File: config.mk
export PLATFORM = sky130hd
export DESIGN_NAME = unsigned_seq_divider_16x8
export DESIGN_NICKNAME = d
export VERILOG_FILES = /design/src/rtl/unsigned_div_pkg.sv /design/src/rtl/div_restore_step.sv /design/src/rtl/unsigned_seq_divider_16x8.sv
export SDC_FILE = /design/constraint.sdc
export NUM_CORES = 1
export LEC_CHECK = 0
export BUFFER_PORTS_ARGS = -buffer_cell sky130_fd_sc_hd__buf_2
export CORE_MARGIN = 1
export CORE_UTILIZATION = 40
export CTS_BUF_LIST = sky130_fd_sc_hd__clkbuf_16
export CTS_CLUSTER_DIAMETER = 200
export CTS_CLUSTER_SIZE = 24
export DETAILED_ROUTE_END_ITERATION = 6
export GPL_ROUTABILITY_DRIVEN = 0
export PLACE_DENSITY_LB_ADDON = 0.25
export SYNTH_ARGS = -nofsm -noshare
export SYNTH_HDL_FRONTEND = slang
export SYNTH_SLANG_ARGS = --single-unit
File: constraint.sdc
create_clock -name clk -period 3.8 [get_ports clk]
set_input_delay 0.95 -clock clk [delete_from_list [all_inputs] [get_ports clk]]
set_output_delay 0.95 -clock clk [all_outputs]
set_load 0.005 [all_outputs]
File: src/rtl/unsigned_div_pkg.sv
// Shared types and constants for the sequential unsigned restoring divider.
// Holds the controller state encoding and the divide-by-zero quotient pattern.
package unsigned_div_pkg;

  localparam int DW     = 16;
  localparam int VW     = 8;
  localparam int ITER_W = $clog2(DW);

  localparam logic [DW-1:0] DIV0_QUOTIENT = {DW{1'b1}};

  typedef enum logic [1:0] {
    IDLE = 2'd0,
    BUSY = 2'd1,
    DONE = 2'd2
  } state_t;

endpackage

File: src/rtl/div_restore_step.sv
// One combinational restoring-division step: shift in the next dividend bit,
// conditionally subtract the divisor and report the resulting quotient bit.
module div_restore_step #(
  parameter int VW = 8
) (
  input  logic [VW-1:0] r,
  input  logic          q_msb,
  input  logic [VW-1:0] divisor,
  output logic [VW-1:0] r_next,
  output logic          q_bit
);

  logic [VW:0] p;

  // Trial subtraction; the low VW bits of p - divisor are exact because the
  // true difference is always smaller than the divisor.
  always_comb begin
    p = {r, q_msb};
    if (p >= {1'b0, divisor}) begin
      r_next = p[VW-1:0] - divisor;
      q_bit  = 1'b1;
    end else begin
      r_next = p[VW-1:0];
      q_bit  = 1'b0;
    end
  end

endmodule

File: src/rtl/unsigned_seq_divider_16x8.sv
// Sequential unsigned restoring divider, one quotient bit per clock, with a
// valid/ready request channel and a valid/ready result channel.
module unsigned_seq_divider_16x8 #(
  parameter int DW = 16,
  parameter int VW = 8
) (
  input  logic          clk,
  input  logic          rst,
  input  logic          in_valid,
  output logic          in_ready,
  input  logic [DW-1:0] dividend,
  input  logic [VW-1:0] divisor,
  output logic          out_valid,
  input  logic          out_ready,
  output logic [DW-1:0] quotient,
  output logic [VW-1:0] remainder,
  output logic          div_by_zero
);

  import unsigned_div_pkg::*;

  localparam int ITW = $clog2(DW);

  state_t          state;
  state_t          state_next;
  logic [ITW-1:0]  iter;
  logic [DW-1:0]   q;
  logic [VW-1:0]   r;
  logic [VW-1:0]   dvsr;
  logic [VW-1:0]   r_next;
  logic            q_bit;
  logic            last_step;

  div_restore_step #(.VW(VW)) u_step (
    .r       (r),
    .q_msb   (q[DW-1]),
    .divisor (dvsr),
    .r_next  (r_next),
    .q_bit   (q_bit)
  );

  assign last_step = (state == BUSY) && (iter == ITW'(DW - 1));
  assign in_ready  = (state == IDLE);
  assign out_valid = (state == DONE);

  // Next-state decode; a zero divisor bypasses the iteration phase.
  always_comb begin
    state_next = state;
    case (state)
      IDLE: begin
        if (in_valid) begin
          state_next = (divisor == {VW{1'b0}}) ? DONE : BUSY;
        end else begin
          state_next = IDLE;
        end
      end
      BUSY: begin
        if (last_step) begin
          state_next = DONE;
        end else begin
          state_next = BUSY;
        end
      end
      DONE: begin
        if (out_ready) begin
          state_next = IDLE;
        end else begin
          state_next = DONE;
        end
      end
      default: state_next = IDLE;
    endcase
  end

  // State register.
  always_ff @(posedge clk) begin
    if (rst) begin
      state <= IDLE;
    end else begin
      state <= state_next;
    end
  end

  // Operand capture, iteration datapath and registered result outputs.
  always_ff @(posedge clk) begin
    if (rst) begin
      iter        <= '0;
      q           <= '0;
      r           <= '0;
      dvsr        <= '0;
      quotient    <= '0;
      remainder   <= '0;
      div_by_zero <= 1'b0;
    end else begin
      case (state)
        IDLE: begin
          if (in_valid) begin
            q           <= dividend;
            r           <= '0;
            dvsr        <= divisor;
            iter        <= '0;
            div_by_zero <= (divisor == {VW{1'b0}});
            if (divisor == {VW{1'b0}}) begin
              quotient  <= DIV0_QUOTIENT;
              remainder <= dividend[VW-1:0];
            end
          end
        end
        BUSY: begin
          q    <= {q[DW-2:0], q_bit};
          r    <= r_next;
          iter <= iter + ITW'(1);
          if (last_step) begin
            quotient  <= {q[DW-2:0], q_bit};
            remainder <= r_next;
          end
        end
        default: begin
          iter <= iter;
        end
      endcase
    end
  end

endmodule

* After elaboration in Yosys (flattened, before gate mapping)
Index checks and enable logic that the tools add are counted.
Word-level totals: bits in registers 63, word-level logic and storage cells 45, input port bits 28, output and inout port bits 27
Operators by class: mux-type cells 21, add/subtract/negate cells 2, order comparisons 1, equality and inequality tests 6, reductions and logical operators 7
Operators with widths (number):
- two-way mux 16 bit | 4
- one-hot mux 16 bit (2 select lines) | 2
- two-way mux 8 bit | 5
- one-hot mux 8 bit (2 select lines) | 2
- greater-or-equal comparator 9 x 8 -> 1 bit | 1
- zero test 8 bit | 1
- two-way mux 2 bit | 4
- one-hot mux 4 bit (2 select lines) | 1
- subtractor 8 bit | 1
- one-hot mux 2 bit (3 select lines) | 1
- adder 4 x 1 -> 4 bit (second input constant) | 1
- equality test 4 bit (second input constant) | 1
- two-way mux 4 bit | 1
- != test 2 bit (second input constant) | 2
- AND reduction 2 bit | 2
- AND reduction 4 bit | 1
- equality test 2 x 1 -> 1 bit (second input constant) | 1
- equality test 2 bit (second input constant) | 1
- zero test 2 bit | 1
- != test 2 x 1 -> 1 bit (second input constant) | 1
- nonzero test 2 bit | 1
- logical AND 1 bit | 1
- two-way mux 1 bit | 1

* Depth between registers and ports, before layout
Gate-level depths: netlist of run 1.
depth in word-level cells 4, mapped depth 10, mapped depth without buffers 10

* By module
From an unflattened synthesis of run 1, not the netlist that was laid out.
Second synthesis, totals: cell total of the unflattened synthesis 362, area total of the unflattened synthesis 3141.8 µm²
Modules (own cells, without submodules):
- unsigned_seq_divider_16x8 | cells an instance 296, seq. area each 1261.2 µm², times used 1, area each 2602.5 µm²
- div_restore_step | cells an instance 66, seq. area each 0.0 µm², times used 1, area each 539.3 µm²

* Worst setup path before layout of run 1
No wires, ideal clock.
path kind input to register, start point input port divisor[0], end point register remainder[5], cell stages on the path 6, path buffers 0, setup time 0.075 ns, data required time 3.725 ns, arrival time 2.020 ns, path slack 1.705 ns, cell sequence nor4_1 nand2_1 o22ai_4 inv_2 or3_1 o22ai_1
Between the ends: word-level cells in the longest chain between the ends 3
Ends and longest elaborated chain:
- start: declaration | line unsigned_seq_divider_16x8.sv:12 | input logic [VW-1:0] divisor,
- zero test 8 bit | line unsigned_seq_divider_16x8.sv:103 | if (divisor == {VW{1'b0}}) begin
- != test 2 x 1 -> 1 bit (no source line)
- AND reduction 4 bit (no source line)
- end signal: assignment | line unsigned_seq_divider_16x8.sv:105 | remainder <= dividend[VW-1:0];
- end signal: assignment | line unsigned_seq_divider_16x8.sv:115 | remainder <= r_next;
- end: declaration | line unsigned_seq_divider_16x8.sv:16 | output logic [VW-1:0] remainder,
No other way between the ends. A chain may end at the register's enable or synchronous reset.

* Worst setup path after layout of run 1
start point input port divisor[0], end point register quotient[4]
Between the ends: word-level cells in the longest chain between the ends 3
Ends and longest elaborated chain:
- zero test 8 bit | line unsigned_seq_divider_16x8.sv:103
- != test 2 x 1 -> 1 bit (no source line)
- AND reduction 4 bit (no source line)
- end signal: assignment | line unsigned_seq_divider_16x8.sv:114 | quotient <= {q[DW-2:0], q_bit};
- end: declaration | line unsigned_seq_divider_16x8.sv:15 | output logic [DW-1:0] quotient,
No other way between the ends.

==> results of run 1 <==
-- how the worst max path moves through the flow --
stage | start | end | slack [ps] | depth (start not counted)
2_1_floorplan | divisor[0] | remainder[5] | 1700 | 6
3_3_place_gp | divisor[4] | quotient[14] | 1030 | 7
3_5_place_dp | divisor[0] | quotient[2] | 980 | 7
4_1_cts | divisor[0] | quotient[4] | 1300 | 7
5_1_grt | divisor[4] | quotient[1] | 990 | 7
6_report | divisor[0] | quotient[4] | 1310 | 7
-- worst max-delay path: cells and delay by family --
kind	cells	cell delay, ps
AOI/OAI and AO/OA	2	810
buffers and inverters	2	440
and+or+nand+nor	3	510
-- cells in the mapped netlist (3+ instances only) --
cell type / n
o211ai_1: 3
ha_1: 9
buf_2: 7
o21ai_0: 4
clkbuf_1: 12
nand3_1: 3
dfxtp_1: 63
a21oi_1: 28
inv_1: 12
nor2b_1: 4
a311oi_1: 21
xnor2_1: 3
buf_1: 4
nand2_1: 72
a211oi_1: 17
nor2_1: 51
a21o_1: 3
-- state kept, by name (all words and copies together) (netlist names) --
| name | count |
|---|---|
| iter | 4 |
| quotient | 16 |
| div_by_zero | 1 |
| q | 16 |
| dvsr | 8 |
| r | 8 |
| remainder | 8 |
| state | 2 |
-- report_power, final --
group | internal [mW] | switching [mW] | total (mW)
Clock | 0.502 | 0.290 | 0.792
Combinational | 0.140 | 0.216 | 0.356
Sequential | 0.697 | 0.0247 | 0.722
Total | 1.34 | 0.531 | 1.87
-- logic make-up (layout without fill, tap and decap cells) --
kind of cell	after synthesis	in the layout	share of synthesized area
buffers and inverters	39	89	0.0581
AO/OA/AOI/OAI	92	92	0.232
AND/OR/NAND/NOR	144	144	0.203
flip-flops	63	63	0.431
XOR/XNOR	5	5	0.0150
adder cells (fa/ha/maj)	10	10	0.0453
multiplexers	4	4	0.0150
-- stage by stage --
stage	instances	setup WS, ps	area (sq um)	utilization
final	503	1310	3530	0.509
after detailed placement	487	978	3240	0.467
after global placement	487	1030	3240	0.467
after CTS	503	1300	3530	0.509
after floorplan	357	1700	2930	-
after global routing	503	989	3530	0.509
-- per-layer routing --
metal	wire length, um	share of wire	GRT usage	vias up
met4	153	0.022	0.115	0
met1	3580	0.51	0.290	1193
met2	3000	0.43	0.282	52
met5	0	0	0	-
li1	-	-	-	1350
met3	294	0.042	0.0386	11
-- cell type report --
type | count | area (sq um)
Clock buffer | 9 | 225
Multi-Input combinational cell | 255 | 1500
Fill cell | 682 | 3410
Inverter | 13 | 48.8
Timing Repair Buffer | 60 | 315
Sequential cell | 63 | 1260
Clock inverter | 7 | 65.1
Tap cell | 96 | 120
==> summary.txt, run 1 <==
Status
  – Status: completed

Job
  – Max cap viols: 0

Worst setup path
  – Critical Path End Type: register
  – Slowest cell on crit path: o22ai_4
  – CP startpoint kind: input port
  – WS Path Type: in2reg
  – Worst R2R End: remainder[6]
  – Critical Path RT: 4030 ps
  – Crit Path Max Fanout: 29
  – Worst R2R Setup Slack: 1540 ps
  – Reg2reg start: q[15]
  – Crit path cell chain: buf_2 -> nor4_1 -> nand2_1 -> o22ai_4 -> buf_4 -> nor2_1 -> a211oi_1
  – Largest stage delay, worst path: 590 ps
  – CP arrival: 2730 ps
  – Worst Reg-to-Reg Cells: 10

Floorplanning
  – Die area: 0.00767 sq mm
  – I/O pin count: 55
  – Chip width: 87.6 um
  – CORE AREA: 0.00694 sq mm
  – Die height: 87.6 um
  – Starting Density: 0.422
  – Rows: 30

Logic synthesis
  – Top post-synthesis cells by area: dfxtp_1 43%, nand2_1 9.2%, nor2_1 6.5%
  – Number of synthesized flops with an enable pin: 0
  – Yosys reg bits: 63
  – Ys flop type: dfxtp_1
  – Syn_area_per_cell: 8.20 sq um
  – Synthesized Nets: 395
  – Seq/Total Area, Yosys: 0.431
  – Mapped Cells: 357
  – Ys async rst share: 0
  – Synth warn: 0
  – Area leader, netlist: dfxtp_1
  – Synth unique cells: 49
  – Yosys top cell area share: 0.431
  – Netlist Area Pre-Place: 0.00293 sq mm

Min path
  – Hold Crit Class: reg2reg
  – Min-delay src: dvsr[1]
  – Hold path depth: 2
  – WHS Endpoint: dvsr[1]

STA
  – Slew @ Worst Pin: 969 ps
  – Final slew viol count: 0
  – Final setup vio count: 0
  – Unrepaired setup endpoints after global routing: false
  – Slew margin rel.: 0.354
  – Period utilization: 0.656
  – Worst hold slack: 456 ps
  – Endpoints failing hold: 0
  – Clock skew: 6.37 ps
  – Min Clock Period, post-route: 2490 ps
  – F_max: 401 MHz
  – Setup tns final: 0 ps

Route
  – Vias per cell: 5.18
  – DR DRC count: 0
  – Routed wire per std cell: 14.0 um
  – Number of DRC markers in iteration 0: 160
  – Pre-Repair DR Iteration Count: 4
  – Total wire length: 7.04 mm
  – Routed Antenna Nets: 0
  – Via count: 2606

Clocking
  – Setup bufs post-CTS: 0
  – Post-CTS Hold Fix Bufs: 0
  – Resize count post-CTS: 0
  – Clock sink count: 63
  – Reg clk slew, reported paths: 50 ps
  – Root Driver: clkbuf_16
  – CTS buffer count: 9
  – CTS max path bufs: 2
  – Worst-Skew Late Latency: 330 ps
  – CTS tree: yes
  – # H-tree levels: 3

Global routing
  – GRT Util Overall: 0.202
  – Number of global-route vias before repair: 2320
  – Global route overflow: 0
  – Pin count of the biggest net entering global routing: 53
  – First-pass GRT wire length: 11.7 mm
  – Initial antenna violation count: 0

Finish
  – Layout cells sized above 1: 0.211
  – Commonest non-fill, non-tap cells in the layout: 72 x nand2_1, 63 x dfxtp_1, 54 x buf_2
  – Most common cell after layout, fill and taps aside: nand2_1
  – Nets: 440
  – Number of diodes: 0
  – Area grow syn2layout: 20.6%

Pwr
  – Peak supply drop: 0.235 mV
  – Post-layout power: 1.87 mW
  – Power per Cell Area: 529 mW/mm^2
  – Pleak: 1.44 nW

Place
  – IO buf count: 54
  – Final HPWL DP: 4.88 mm
Note: power is estimated with default switching activity, not from simulation.
==> run 2, diff against run 1 <==
==> constraint.sdc (replaced) <==
create_clock -name clk -period 2.1 [get_ports clk]
set_input_delay 0.525 -clock clk [delete_from_list [all_inputs] [get_ports clk]]
set_output_delay 0.525 -clock clk [all_outputs]
set_load 0.005 [all_outputs]
==> run 2 against run 1 <==
  * Die area did not move
  * Sequential share of layout area is 1.9 points lower
  * Combinational power up 130%
  * Non-clock buffer count increased by 13
  * Via count grew 2.3%
  * Sequential cell count stayed put
  * Clock skew barely moved
  * Final area up 5.8%
  * Register-to-register slack lost 1400 ps
  * Largest cell class unchanged
==> summary.txt, run 2 (synthesized netlist as in run 1, its figures left out) <==
Route
  – Pre-Repair DR Iteration Count: 4 (unchanged)
  – Vias per cell: 5.17 (-0.24%)
  – Total wire length: 7.12 mm (+1.3%)
  – Number of DRC markers in iteration 0: 146 (-8.8%)
  – DR DRC count: 0 (unchanged)
  – Routed Antenna Nets: 0 (unchanged)
  – Routed wire per std cell: 13.8 um (-1.3%)
  – Via count: 2667 (+2.3%)

STA
  – F_max: 500 MHz
  – Min Clock Period, post-route: 2000 ps
  – Slew margin rel.: 0.622 (+0.268)
  – Period utilization: 0.952
  – Endpoints failing hold: 0 (unchanged)
  – Fin worst setup slack: 101 ps (-1210 ps)
  – Slew @ Worst Pin: 567 ps (-402 ps)
  – Final setup vio count: 0 (unchanged)
  – Unrepaired setup endpoints after global routing: true
  – Final slew viol count: 0 (unchanged)
  – Clock skew: 6.08 ps (-0.291 ps)

Finish
  – Filler instances: 668 (-2.1%)
  – Area grow syn2layout: 27.6%
  – Biggest regs: q x16, quotient x16
  – Finished Cell Area: 0.00374 sq mm (+5.8%)
  – Layout cells sized above 1: 0.264 (+0.0530)
  – Commonest non-fill, non-tap cells in the layout: 72 x nand2_1, 61 x dfxtp_1, 54 x buf_2
  – Most common cell after layout, fill and taps aside: nand2_1
  – Number of diodes: 0 (unchanged)
  – Nets: 453 (+3.0%)
  – Final Core Density: 0.538 (+0.0294)

Global routing
  – Global route overflow: 0 (unchanged)
  – Pin count of the biggest net entering global routing: 40 (-25%)
  – Number of global-route vias before repair: 2494 (+7.5%)
  – Initial antenna violation count: 0 (unchanged)
  – GRT Util Overall: 0.200 (-0.00260)
  – First-pass GRT wire length: 11.9 mm (+1.9%)

Place
  – IO buf count: 54 (unchanged)
  – Pre-CTS WS: -30.8 ps (-1010 ps)
  – Final HPWL DP: 5.04 mm (+3.1%)
  – Placed Area: 0.00334 sq mm (+3.1%)

Pwr
  – Pleak: 1.52 nW (+5.8%)
  – Power per Cell Area: 977 mW/mm^2 (+85%)
  – Peak supply drop: 0.402 mV (+71%)

Clocking
  – Reg clk slew, reported paths: 50 ps (about the same)
  – CTS max path bufs: 2 (unchanged)
  – Root Driver: clkbuf_16
  – CTS tree: yes
  – Worst-Skew Late Latency: 320 ps (about the same)
  – Clock sink count: 63 (unchanged)
  – CTS buffer count: 9 (unchanged)
  – Post-CTS Hold Fix Bufs: 0 (unchanged)
  – # H-tree levels: 3 (unchanged)

Worst setup path
  – WS Path Type: reg2reg
  – Slowest cell on crit path: dfxtp_1
  – Crit path cell chain: inv_1 -> ha_1 -> nor2b_1 -> o2111ai_1 -> o211ai_1 -> buf_4 -> xor2_1 -> mux2i_1 -> buf_4 -> o31ai_1
  – Critical Path Most Common Cell: buf_4
  – Largest stage delay, worst path: 330 ps (-260 ps)
  – CP startpoint kind: register
  – Critical Path RT: 2330 ps (-1700 ps)
  – Critical Path End Type: register
  – CP arrival: 2230 ps (-500 ps)
  – Crit Path Max Fanout: 2 (-93%)

Floorplanning
  – CORE AREA: 0.00694 sq mm (unchanged)
  – Rows: 30 (unchanged)
  – Die area: 0.00767 sq mm (unchanged)
  – Chip width: 87.6 um (unchanged)
  – Die height: 87.6 um (unchanged)
  – I/O pin count: 55 (unchanged)
  – Starting Density: 0.422 (unchanged)

Job
  – Max cap viols: 0 (unchanged)

Status
  – Status: completed

Min path
  – Hold Crit Class: in2reg
==> run 2: through the flow <==
stage	hold WS (ps)	total power, mW	cells	TNS [ps]
CTS	445	3.60	513	0
floorplan	436	1.84	357	0
finish	452	3.65	516	0
detailed placement	449	2.04	497	-30.8
global route	460	3.83	516	-77.4
global placement	444	2.03	497	0
==> run 2: timing repair <==
item | in CTS | in global routing
pin swaps | 0 | 9
setup buffers | 0 | 3
resized for setup | 2 | 14
cloned | 0 | 0
endpoints found under the setup margin | 1 | 12
hold endpoints to repair | 0 | 0
==> run 2: cell type report <==
class | instances | area [sq um] | area share
multi-input cells | 255 | 1550 | 0.415
flip-flops and latches | 63 | 1260 | 0.338
repair buffers | 73 | 438 | 0.117
clock buffers | 9 | 225 | 0.0603
well taps | 96 | 120 | 0.0322
clock inverters | 7 | 88.8 | 0.0238
inverters | 13 | 48.8 | 0.0131
==> run 2: path summary, 6_finish.rpt <==
check	slack [ps]	endpoint	from	cells after the start
max	100	r[5]	dvsr[1]	10
min	450	dvsr[6]	divisor[6]	3
max reg2reg	100	r[5]	dvsr[1]	10
min reg2reg	460	dvsr[5]	dvsr[5]	2
==> run 2: routing by layer <==
layer | routed length, um | up-vias | GRT usage
met5 | 0 | - | 0
met4 | 82 | 0 | 0.0775
met3 | 462 | 6 | 0.0415
met2 | 3220 | 75 | 0.302
met1 | 3360 | 1212 | 0.279
li1 | - | 1374 | -
==> run 2: worst max-delay path: cells and delay by family (launching register included) <==
| kind | cells | cell delay [ps] |
|---|---|---|
| adders and majority gates | 1 | 290 |
| xor gates and xnor gates | 1 | 120 |
| buffers and inverters | 3 | 400 |
| muxes | 1 | 100 |
| and+or+nand+nor | 1 | 150 |
| AOI/OAI and AO/OA | 3 | 520 |
| DFF | 1 | 330 |
==> run 2: power breakdown <==
group	switching, mW	internal, mW
Combinational	0.439	0.363
Clock	0.515	1.03
Sequential	0.0427	1.26
Total	0.997	2.65
==> run 3, diff against run 2 <==
==> constraint.sdc (replaced) <==
create_clock -name clk -period 2.44 [get_ports clk]
set_input_delay 0.61 -clock clk [delete_from_list [all_inputs] [get_ports clk]]
set_output_delay 0.61 -clock clk [all_outputs]
set_load 0.005 [all_outputs]
==> run 3 against run 2 <==
  * Final cell count fell by 2.3%
  * Power shrank 16%
  * Register-to-register slack improved by 20 ps
  * Non-clock buffer count down 12
  * Via count is 0.19% lower
  * Sequential power decreased by 15%
  * Clock-buffer cell count did not move
  * Highest routed layer unchanged
==> summary.txt, run 3 (synthesized netlist as in run 1, its figures left out) <==
Status
  – Status: completed

Clocking
  – Setup bufs post-CTS: 0 (unchanged)
  – Root Driver: clkbuf_16
  – CTS tree: yes
  – Worst-Skew Late Latency: 320 ps (about the same)
  – Clock sink count: 63 (unchanged)
  – Reg clk slew, reported paths: 50 ps (about the same)
  – Post-CTS Hold Fix Bufs: 0 (unchanged)
  – CTS buffer count: 9 (unchanged)
  – # H-tree levels: 3 (unchanged)
  – Resize count post-CTS: 0 (-2)
  – CTS max path bufs: 2 (unchanged)

STA
  – Period utilization: 0.951 (about the same)
  – Clock skew: 3.92 ps (-2.16 ps)
  – Slew margin rel.: 0.638 (+0.0161)
  – Unrepaired setup endpoints after global routing: false
  – Final setup vio count: 0 (unchanged)
  – Endpoints failing hold: 0 (unchanged)
  – Min Clock Period, post-route: 2320 ps (+322 ps)
  – Slew @ Worst Pin: 541 ps (-26.2 ps)
  – Final slew viol count: 0 (unchanged)
  – Setup tns final: 0 ps (unchanged)
  – Worst hold slack: 457 ps (+4.99 ps)
  – F_max: 431 MHz (-14%)

Global routing
  – First-pass GRT wire length: 11.8 mm (-0.52%)
  – Initial antenna violation count: 0 (unchanged)
  – GRT Util Overall: 0.204 (+0.00400)
  – Pin count of the biggest net entering global routing: 46 (+15%)
  – Number of global-route vias before repair: 2494 (unchanged)
  – Global route overflow: 0 (unchanged)

Worst setup path
  – Slowest cell on crit path: fa_1
  – CP arrival: 2550 ps (+320 ps)
  – Worst R2R End: remainder[6]
  – Largest stage delay, worst path: 430 ps (+100 ps)
  – Worst R2R Setup Slack: 120 ps (+20 ps)
  – Reg2reg start: q[15]
  – Crit path cell chain: inv_1 -> ha_1 -> inv_1 -> fa_1 -> a211oi_1 -> o21bai_1 -> a21oi_1 -> xnor2_1 -> a21oi_1 -> o41ai_2
  – CP top delay family: compound AO/OA/AOI/OAI gates
  – Worst Reg-to-Reg Cells: 10 (unchanged)
  – Critical Path End Type: register
  – WS Path Type: reg2reg
  – CP startpoint kind: register
  – Crit path buffers/inverters: 2 (-1)
  – Crit Path Max Fanout: 3 (+1)
  – Critical Path RT: 2660 ps (+330 ps)

Floorplanning
  – Chip width: 87.6 um (unchanged)
  – Die area: 0.00767 sq mm (unchanged)
  – CORE AREA: 0.00694 sq mm (unchanged)
  – Die height: 87.6 um (unchanged)
  – I/O pin count: 55 (unchanged)
  – Rows: 30 (unchanged)
  – Starting Density: 0.422 (unchanged)

Route
  – Routed Antenna Nets: 0 (unchanged)
  – Routed wire per std cell: 14.3 um (+3.3%)
  – Pre-Repair DR Iteration Count: 4 (unchanged)
  – Via count: 2662 (-0.19%)
  – Total wire length: 7.19 mm (+0.94%)
  – Vias per cell: 5.28 (+2.2%)
  – DR DRC count: 0 (unchanged)
  – Number of DRC markers in iteration 0: 146 (unchanged)

Finish
  – Layout cells sized above 1: 0.213 (-0.0511)
  – Most common cell after layout, fill and taps aside: nand2_1
  – Biggest regs: q x16, quotient x16
  – Final Core Density: 0.518 (-0.0202)
  – Commonest non-fill, non-tap cells in the layout: 72 x nand2_1, 63 x dfxtp_1, 54 x buf_2
  – Area grow syn2layout: 22.8%
  – Filler instances: 689 (+3.1%)
  – Finished Cell Area: 0.00360 sq mm (-3.8%)
  – Nets: 441 (-2.6%)
  – Number of diodes: 0 (unchanged)

Place
  – Placed Area: 0.00327 sq mm (-2.0%)
  – IO buf count: 54 (unchanged)
  – Final HPWL DP: 4.84 mm (-3.8%)

Min path
  – Hold Crit Class: reg2reg
  – WHS Endpoint: dvsr[5]
  – Hold path depth: 2 (-1)
  – Min-delay src: dvsr[5]

Pwr
  – Post-layout power: 3.06 mW (-16%)
  – Power per Cell Area: 851 mW/mm^2 (-13%)
  – Peak supply drop: 0.358 mV (-11%)
  – Pleak: 1.45 nW (-4.4%)

Job
  – Max cap viols: 0 (unchanged)
==> run 3: cell count changes in the layout (fill, tap and decap cells not counted), moves of 2 or more <==
cell,previous run,this run
a21oi_1,26,28
buf_4,17,5
dfxtp_1,61,63
dfxtp_2,2,0
ha_1,7,9
inv_2,3,1
==> run 3: stage by stage <==
| step | worst slack (ps) | std cells |
|---|---|---|
| after global placement | 263 | 488 |
| after floorplan | 463 | 357 |
| after global routing | 8.15 | 504 |
| final | 119 | 504 |
| after CTS | 130 | 504 |
| after detailed placement | 258 | 488 |
==> run 3: worst register-to-register path: cells and delay by family (launching register included) <==
family	cells	cell delay [ps]
flip-flops	1	330
buffers and inverters	2	120
AO/OA/AOI/OAI	5	1030
adder cells (fa/ha/maj)	2	590
XOR/XNOR	1	140
==> run 3: worst max-delay path by stage <==
stage               startpoint      endpoint  slack, ps  cells past startpoint
floorplan                q[15]  remainder[6]        460                     10
global placement         q[15]  remainder[6]        260                     10
detailed placement       q[15]  remainder[6]        260                     10
CTS                      q[15]  remainder[6]        130                     10
global route             q[15]  remainder[6]          8                     10
finish                   q[15]  remainder[6]        120                     10
==> run 3: area by class of cell <==
cell class / count / area [sq um] / area share
Multi-Input combinational cell: 255 / 1500 / 0.416
Sequential cell: 63 / 1260 / 0.351
Timing Repair Buffer: 61 / 348 / 0.0967
Clock buffer: 9 / 225 / 0.0626
Tap cell: 96 / 120 / 0.0334
Clock inverter: 7 / 96.3 / 0.0268
Inverter: 13 / 48.8 / 0.0136
==> run 3: power breakdown <==
part | switching (mW) | internal [mW]
Sequential | 0.0377 | 1.09
Clock | 0.469 | 0.895
Combinational | 0.348 | 0.223
==> run 3: metal layers <==
metal / global-route usage / part of all wire
met5: 0 / 0
met4: 0.0999 / 0.019
met3: 0.0377 / 0.045
met2: 0.314 / 0.45
met1: 0.275 / 0.49
